==> src/rtl/oai_pkg.sv <==
// Shared definitions for the OAI/AOI reduction pipeline:
// mode encodings and the flat DIN bit-index helper.
package oai_pkg;

  localparam logic MODE_OAI = 1'b0;
  localparam logic MODE_AOI = 1'b1;

  // Lane l, group g, input k -> bit position in the flat DIN bus.
  function automatic int din_idx(
    input int l,
    input int g,
    input int k,
    input int groups,
    input int group_w
  );
    return (l * groups + g) * group_w + k;
  endfunction

endpackage

==> src/rtl/oai_grp_reduce.sv <==
// Per-lane group reduction: OR of each group (OAI) or AND (AOI).
// Ports: din_i (one lane's inputs), mode_i, red_o (one bit per group).
module oai_grp_reduce
  import oai_pkg::*;
#(
  parameter int GROUPS  = 3,
  parameter int GROUP_W = 2
) (
  input  logic [GROUPS*GROUP_W-1:0] din_i,
  input  logic                      mode_i,
  output logic [GROUPS-1:0]         red_o
);

  always_comb begin
    red_o = '0;
    for (int g = 0; g < GROUPS; g++) begin
      if (mode_i == MODE_AOI)
        red_o[g] = &din_i[din_idx(0, g, 0, GROUPS, GROUP_W) +: GROUP_W];
      else
        red_o[g] = |din_i[din_idx(0, g, 0, GROUPS, GROUP_W) +: GROUP_W];
    end
  end

endmodule

==> src/rtl/oai_nxm_pipe.sv <==
// Two-stage pipelined OAI/AOI array with valid/ready handshake.
// Ports: CLK, RN, MODE, IN_VALID/IN_READY, DIN, OUT_VALID/OUT_READY, ZN.
module oai_nxm_pipe
  import oai_pkg::*;
#(
  parameter int LANES   = 4,
  parameter int GROUPS  = 3,
  parameter int GROUP_W = 2
) (
  input  logic                              CLK,
  input  logic                              RN,
  input  logic                              MODE,
  input  logic                              IN_VALID,
  output logic                              IN_READY,
  input  logic [LANES*GROUPS*GROUP_W-1:0]   DIN,
  output logic                              OUT_VALID,
  input  logic                              OUT_READY,
  output logic [LANES-1:0]                  ZN
);

  localparam int LW = GROUPS * GROUP_W;
  localparam int RW = LANES * GROUPS;

  if (LANES < 1 || GROUPS < 1 || GROUP_W < 1) begin : g_bad_param
    $fatal(1, "oai_nxm_pipe: LANES, GROUPS, GROUP_W must be >= 1");
  end

  logic [RW-1:0]    red_d;
  logic [RW-1:0]    red_q;
  logic             mode_q;
  logic             v1_q;
  logic [LANES-1:0] zn_d;
  logic [LANES-1:0] zn_q;
  logic             v2_q;
  logic             s1_en;
  logic             s2_en;
  logic             acc;

  for (genvar l = 0; l < LANES; l++) begin : g_lane
    localparam int BASE = din_idx(l, 0, 0, GROUPS, GROUP_W);

    oai_grp_reduce #(
      .GROUPS  (GROUPS),
      .GROUP_W (GROUP_W)
    ) u_red (
      .din_i  (DIN[BASE +: LW]),
      .mode_i (MODE),
      .red_o  (red_d[l*GROUPS +: GROUPS])
    );

    // Second level uses the mode captured with this item, not live MODE.
    assign zn_d[l] = (mode_q == MODE_AOI)
                   ? ~|red_q[l*GROUPS +: GROUPS]
                   : ~&red_q[l*GROUPS +: GROUPS];
  end

  assign s2_en    = ~v2_q | OUT_READY;
  assign s1_en    = ~v1_q | s2_en;
  assign IN_READY = s1_en;
  assign acc      = IN_VALID & s1_en;

  always_ff @(posedge CLK or negedge RN) begin
    if (!RN) begin
      red_q  <= '0;
      mode_q <= MODE_OAI;
      v1_q   <= 1'b0;
      zn_q   <= '0;
      v2_q   <= 1'b0;
    end else begin
      if (s1_en) begin
        v1_q <= acc;
        // Data regs only load on accept, so idle DIN never reaches ZN.
        if (acc) begin
          red_q  <= red_d;
          mode_q <= MODE;
        end
      end
      if (s2_en) begin
        v2_q <= v1_q;
        if (v1_q)
          zn_q <= zn_d;
      end
    end
  end

  assign OUT_VALID = v2_q;
  assign ZN        = zn_q;

endmodule

==> config.mk <==
export PLATFORM = sky130hd
export DESIGN_NAME = oai_nxm_pipe
export DESIGN_NICKNAME = d
export VERILOG_FILES = /design/src/rtl/oai_pkg.sv /design/src/rtl/oai_grp_reduce.sv /design/src/rtl/oai_nxm_pipe.sv
export SDC_FILE = /design/constraint.sdc
export NUM_CORES = 1
export LEC_CHECK = 0
export ABC_AREA = 0
export CELL_PAD_IN_SITES_DETAIL_PLACEMENT = 1
export CELL_PAD_IN_SITES_GLOBAL_PLACEMENT = 2
export CORE_UTILIZATION = 27
export CTS_CLUSTER_SIZE = 30
export DETAILED_ROUTE_END_ITERATION = 8
export PLACE_DENSITY_LB_ADDON = 0.12
export SLEW_MARGIN = 5
export SYNTH_ARGS = -nofsm -noshare
export SYNTH_HDL_FRONTEND = slang
export SYNTH_SLANG_ARGS = --single-unit
==> constraint.sdc <==
create_clock -name CLK -period 1.5 [get_ports CLK]
set_input_delay 0.225 -clock CLK [delete_from_list [all_inputs] [get_ports CLK]]
set_output_delay 0.225 -clock CLK [all_outputs]
set_load 0.005 [all_outputs]
Word level (Yosys, flattened, before mapping)
Cells that the tools add are included.
Widths: inputs -> output; s select.
- bits in registers: 19
- input port bits: 29
- output and inout port bits: 6
- logic and storage cells: 68
- multiplexer cells: 16
- bitwise gates (word level): 5
- reduce and logical (&&, ||, !) cells: 42
- operators by type and width (cell ; number):
    $reduce_and 2->1 ; 14
    $reduce_or 2->1 ; 12
    $mux 1 ; 16
    $reduce_and 3->1 ; 4
    $reduce_or 3->1 ; 4
    $logic_not 1->1 ; 8
    $not 1->1 ; 2
    $or 1x1->1 ; 2
    $and 1x1->1 ; 1

Depth between registers and ports, before layout
- depth after elaboration: 5
- gate-level depth with buffers: 4
- gate-level depth less buffers: 3

Hierarchy
A second synthesis with hierarchy kept.
- cells, all modules: 76
- area total of the unflattened synthesis: 1008.5 um^2
- modules (own cells, without submodules) (module ; instances ; cells an instance ; area an instance (um^2) ; seq. area each (um^2)):
    oai_nxm_pipe ; 1 ; 60 ; 858.3 ; 475.5
    oai_grp_reduce ; 4 ; 4 ; 37.5 ; 0.0

Worst setup path after synthesis
OpenSTA, ideal clock, no wires.
- path kind: register to register
- start: reg v1_q
- end: reg red_q[10]
- library setup time: 125 ps
- data arrival time: 1092 ps
- data required time: 1375 ps
- path slack: 283 ps
- stages on the path, launching flop included: 5
- path buffers: 1
- clock period less this slack: 1217 ps
- cells stage by stage: dfrtp_1 -> nand3b_4 -> nand2_4 -> buf_8 -> mux2_2
- cells in the longest elaborated chain, start to end: 4
- RTL lines (item ; RTL line ; text):
    from (decl) ; oai_nxm_pipe.sv:31 ; logic v1_q;
    from (signal assigned) ; oai_nxm_pipe.sv:66 ; v1_q <= 1'b0;
    from (signal assigned) ; oai_nxm_pipe.sv:71 ; v1_q <= acc;
    $not 1->1 (*) ; oai_nxm_pipe.sv:58 ; assign s1_en = ~v1_q | s2_en;
    $or 1x1->1 (*) ; oai_nxm_pipe.sv:58 ;
    via IN_READY ; oai_nxm_pipe.sv:14 ; output logic IN_READY,
    $and 1x1->1 ; oai_nxm_pipe.sv:60 ; assign acc = IN_VALID & s1_en;
    $reduce_and 2->1 (no source line) (*) ; -- ;
    to (signal assigned) ; oai_nxm_pipe.sv:74 ; red_q <= red_d;
    to (decl) ; oai_nxm_pipe.sv:29 ; logic [RW-1:0] red_q;
The timed path passes the listed nets; every way through them passes the cells marked *.
A chain may end at the register's enable or synchronous reset.

Worst setup path in the final report
- start: reg zn_q[0] (netlist: ZN[0])
- end: out ZN[0]
- RTL lines (item ; RTL line ; text):
    from (decl) ; oai_nxm_pipe.sv:33 ; logic [LANES-1:0] zn_q;
    from (signal assigned) ; oai_nxm_pipe.sv:81 ; zn_q <= zn_d;
    to (decl) ; oai_nxm_pipe.sv:18 ; output logic [LANES-1:0] ZN
No word-level cell between the ends.

==> results.md <==
Cells and area:
- Leaving out fill and tap cells, the most frequent cell in the layout is sky130_fd_sc_hd__clkdlybuf4s50_1.
- The filler cell count is 402.
- Registers take 475 um2.
- The repair_antennas step left the layout with diodes totalling 0.
- The top cell types in the final layout, fill and taps aside, are sky130_fd_sc_hd__clkdlybuf4s50_1, sky130_fd_sc_hd__dfrtp_1, sky130_fd_sc_hd__mux2_2.
- From synthesis to final layout, the design area changed by 44.9%.
- The post-route core utilization is 0.414.
- The combined area of the multi-input logic cells is 453 um2.
- After the last flow step, the layout net total stands at 144.
- In the final layout, the share of cells above drive strength 1 is 0.307.
- The filler-free cell count of the finished design is 160.
- The final cell area excluding filler cells is 1390 um2.

Logic synthesis:
- The area share of the leading cell type in the synthesized netlist is 0.494.
- The dominant combinational cell family by area after synthesis is multiplexers.
- During synthesis, Yosys emitted a total of 0 warnings.
- The cell area after technology mapping is 962 um2.
- The share of the synthesized netlist area taken by xor and xnor gates is 0.
- The synthesized design spends more area on one cell type than any other, namely sky130_fd_sc_hd__dfrtp_1.
- Of the total synthesized cell area, the portion taken by AND, OR, NAND and NOR gates is 0.103.
- The synthesized net count is 103.
- The portion of synthesized area spent on multiplexers is 0.152.
- The number of distinct library cells after synthesis is 17.
- Of the total synthesized cell area, the portion taken by full adders, half adders and majority gates is 0.138.
- In the synthesized netlist, the number of instances is 74.
- The share of the synthesized area in compound gates (AO/OA/AOI/OAI) is 0.0780.
- For this run, the register share of the synthesized area comes to 0.494.
- After synthesis, the cell types taking the most area are sky130_fd_sc_hd__dfrtp_1, sky130_fd_sc_hd__mux2_2, sky130_fd_sc_hd__maj3_2.
- The flop and latch count out of synthesis is 19.
- Averaged over all synthesized cells, the footprint is 13.0 um2.

Global routing:
- Across every metal layer, demand over resource in global routing totals 0.133.
- Global routing finished with a remaining overflow of 0.
- The initial antenna violation count is 0.
- The first global-routing pass estimated 3.54 mm of wire.
- The largest net degree at the start of global routing is 20.
- The number of global-route vias before repair is 783.

Run:
- Across the run, the number of max-cap violations was 0.

CTS:
- In this run the deepest clock path goes through 2 buffers.
- The later pin in the worst-skew pair is clocked with a latency of 300 ps.
- For this design, the sink count on the clock tree is 19.
- The total CTS buffers is 3.
- The post-CTS clock slew at the launch and capture registers of the worst setup and hold paths is 110 ps.
- The clock tree root buffer cell is sky130_fd_sc_hd__clkbuf_4.
- The hold-fix buffer count after cts is 0.
- TritonCTS built the clock tree.
- The H-tree depth is 1.

Worst setup path:
- The number of buffers and inverters on the critical path is 1.
- The endpoint identified for the worst register-to-register timing path is red_q[9].
- Data arrives at the worst endpoint at 1180 ps.
- The critical path starts at ZN[0].
- The dominant delay contributor by cell family on the critical path is buffers and inverters.
- In this run the register-to-register setup slack is 250 ps.
- Walking the worst path, the cells encountered are clkdlybuf4s50_1.
- The critical path's slowest cell is sky130_fd_sc_hd__clkdlybuf4s50_1.
- In this run the number of cells on the critical path is 1.
- The critical-path maximum fanout is 2.
- The setup path with the least slack is of type reg2out.
- The number of cells on the worst reg-to-reg path is 4.
- STA classifies the critical path startpoint as a register.
- The critical path ends at ZN[0].
- The critical path endpoint category is a primary output.
- On the worst path, the slowest cell contributes a delay of 510 ps.
- The worst register-to-register path begins at OUT_VALID.
- The worst path required time is 1270 ps.

Power:
- The worst-case IR drop observed on VDD is 0.000443 V.
- The net switching fraction of the power is 0.267.
- Of the total power, registers draw 0.517.
- The part of the total power dissipated in the clock network is 0.197.
- The total internal power is 0.955 mW.
- The total leakage power is 0.553 nW.
- The switching power is 0.348 mW.
- The share of total power dissipated in combinational logic is 0.286.
- The total power per unit cell area is 935 nW/um2.

Placed design:
- Buffers placed on the I/O ports in this run total 34.
- The final RePlAce weighted congestion is 0.645.
- The placed instance area is 1360 um2.
- The number of placed instances with taps included is 155.
- The detailed placement HPWL is 1.60 mm.

Timing:
- After layout, the minimum clock period comes to 1410 ps.
- The number of setup violations in the final report is 0.
- Headroom to the max-slew limit came out at 0.820.
- The highest clock frequency the design can meet is 0.709 GHz.
- Final hold analysis gives a worst-case slack of 248 ps.
- The worst clock skew is 7.60 ps.
- The final number of hold-violating endpoints was 0.
- The number of pins exceeding their max-slew limit in the final report is 0.
- Of the available clock period, the critical path in the final layout requires 0.940.
- After routing, the total negative slack on setup checks comes to 0 ps.
- Setup repair after global routing left no endpoint under its margin.
- The slew at the pin closest to its max-slew limit is 269 ps.

Die:
- The die extent in y is 61.7 um.
- The core area is 3360 um2.
- The x dimension of the die is 61.7 um.
- The starting utilization of the core area is 0.286.
- The cell row count is 21.
- The floorplan step defined a die boundary enclosing 3810 um2.
- For this design the top-level I/O count stands at 35.

Detailed routing:
- In the routed design, unresolved DRC markers number 0.
- The first TritonRoute pass finished after 2 iterations.
- The number of nets with antenna violations after detailed routing is 0.
- The wire length per cell after detailed routing is 13.0 um.
- The final routed wirelength across all metal layers is 2.07 mm.
- Detailed routing inserted a total of 734 vias.
- The DRC marker count from the first detailed-route iteration is 6.
- The per-cell via count in the routed design is 4.59.

Status:
- The run finished with clean final reports.

Min path:
- The class of the tightest hold or removal check is in2async.
[layout make-up]
cell class	instances	area share
clock buffers	3	0.0162
clock inverters	1	0.00359
inverters	1	0.00269
multi-input cells	51	0.325
flip-flops and latches	19	0.341
well taps	46	0.0413
repair buffers	39	0.270
[timing repair]
item	CTS	global route
endpoints found under the setup margin	2	0
buffers inserted	1	0
gates resized for setup	1	0
[state kept, by name, indices dropped and copies added (netlist names)]
name	flops
mode_q	1
OUT_VALID	1
red_q	12
ZN	4
v1_q	1
[per-layer routing]
metal,part of all wire,track usage
met1,0.41,0.162
met2,0.54,0.230
met3,0.042,0.0373
met4,0.0072,0.0381
met5,0,0
[stage by stage]
step	setup WS (ps)	power [mW]
after floorplan	283	0.854
after global placement	-92.3	1.05
after global routing	17.4	1.41
final	90.1	1.30
after CTS	65.1	1.33
after detailed placement	-118	1.06
[power by group through the flow]
stage | sequential, mW | clock, mW | combinational (mW)
4_1_cts | 0.676 | 0.277 | 0.380
3_5_place_dp | 0.687 | 0 | 0.375
2_1_floorplan | 0.664 | 0 | 0.190
5_1_grt | 0.690 | 0.300 | 0.415
6_report | 0.673 | 0.257 | 0.373
3_3_place_gp | 0.685 | 0 | 0.367
[how the worst min path moves through the flow]
stage	end	slack, ps
floorplan	OUT_VALID	-70
global placement	ZN[1]	470
detailed placement	red_q[2]	490
CTS	v1_q	240
global route	mode_q	250
finish	v1_q	250
[Yosys cell counts]
master,count
sky130_fd_sc_hd__dfrtp_1,19
sky130_fd_sc_hd__mux2_2,13
sky130_fd_sc_hd__maj3_2,10
sky130_fd_sc_hd__a21oi_1,4
sky130_fd_sc_hd__nand3_1,4
sky130_fd_sc_hd__nor2b_1,4
sky130_fd_sc_hd__o21ai_0,4
sky130_fd_sc_hd__o2bb2ai_1,4
sky130_fd_sc_hd__nand2b_1,3
sky130_fd_sc_hd__maj3_1,2
sky130_fd_sc_hd__buf_6,1
sky130_fd_sc_hd__buf_8,1
sky130_fd_sc_hd__clkbuf_1,1
sky130_fd_sc_hd__inv_2,1
sky130_fd_sc_hd__nand2_1,1
sky130_fd_sc_hd__nand2_4,1
sky130_fd_sc_hd__nand3b_4,1
[cells by family (layout without fill, tap and decap cells)]
logic type | after synthesis | in the layout
and+or+nand+nor | 14 | 14
adders and majority gates | 12 | 12
muxes | 13 | 13
buffers and inverters | 4 | 44
AOI/OAI and AO/OA | 12 | 12
DFF | 19 | 19
Power figures use the tool's default switching activity.
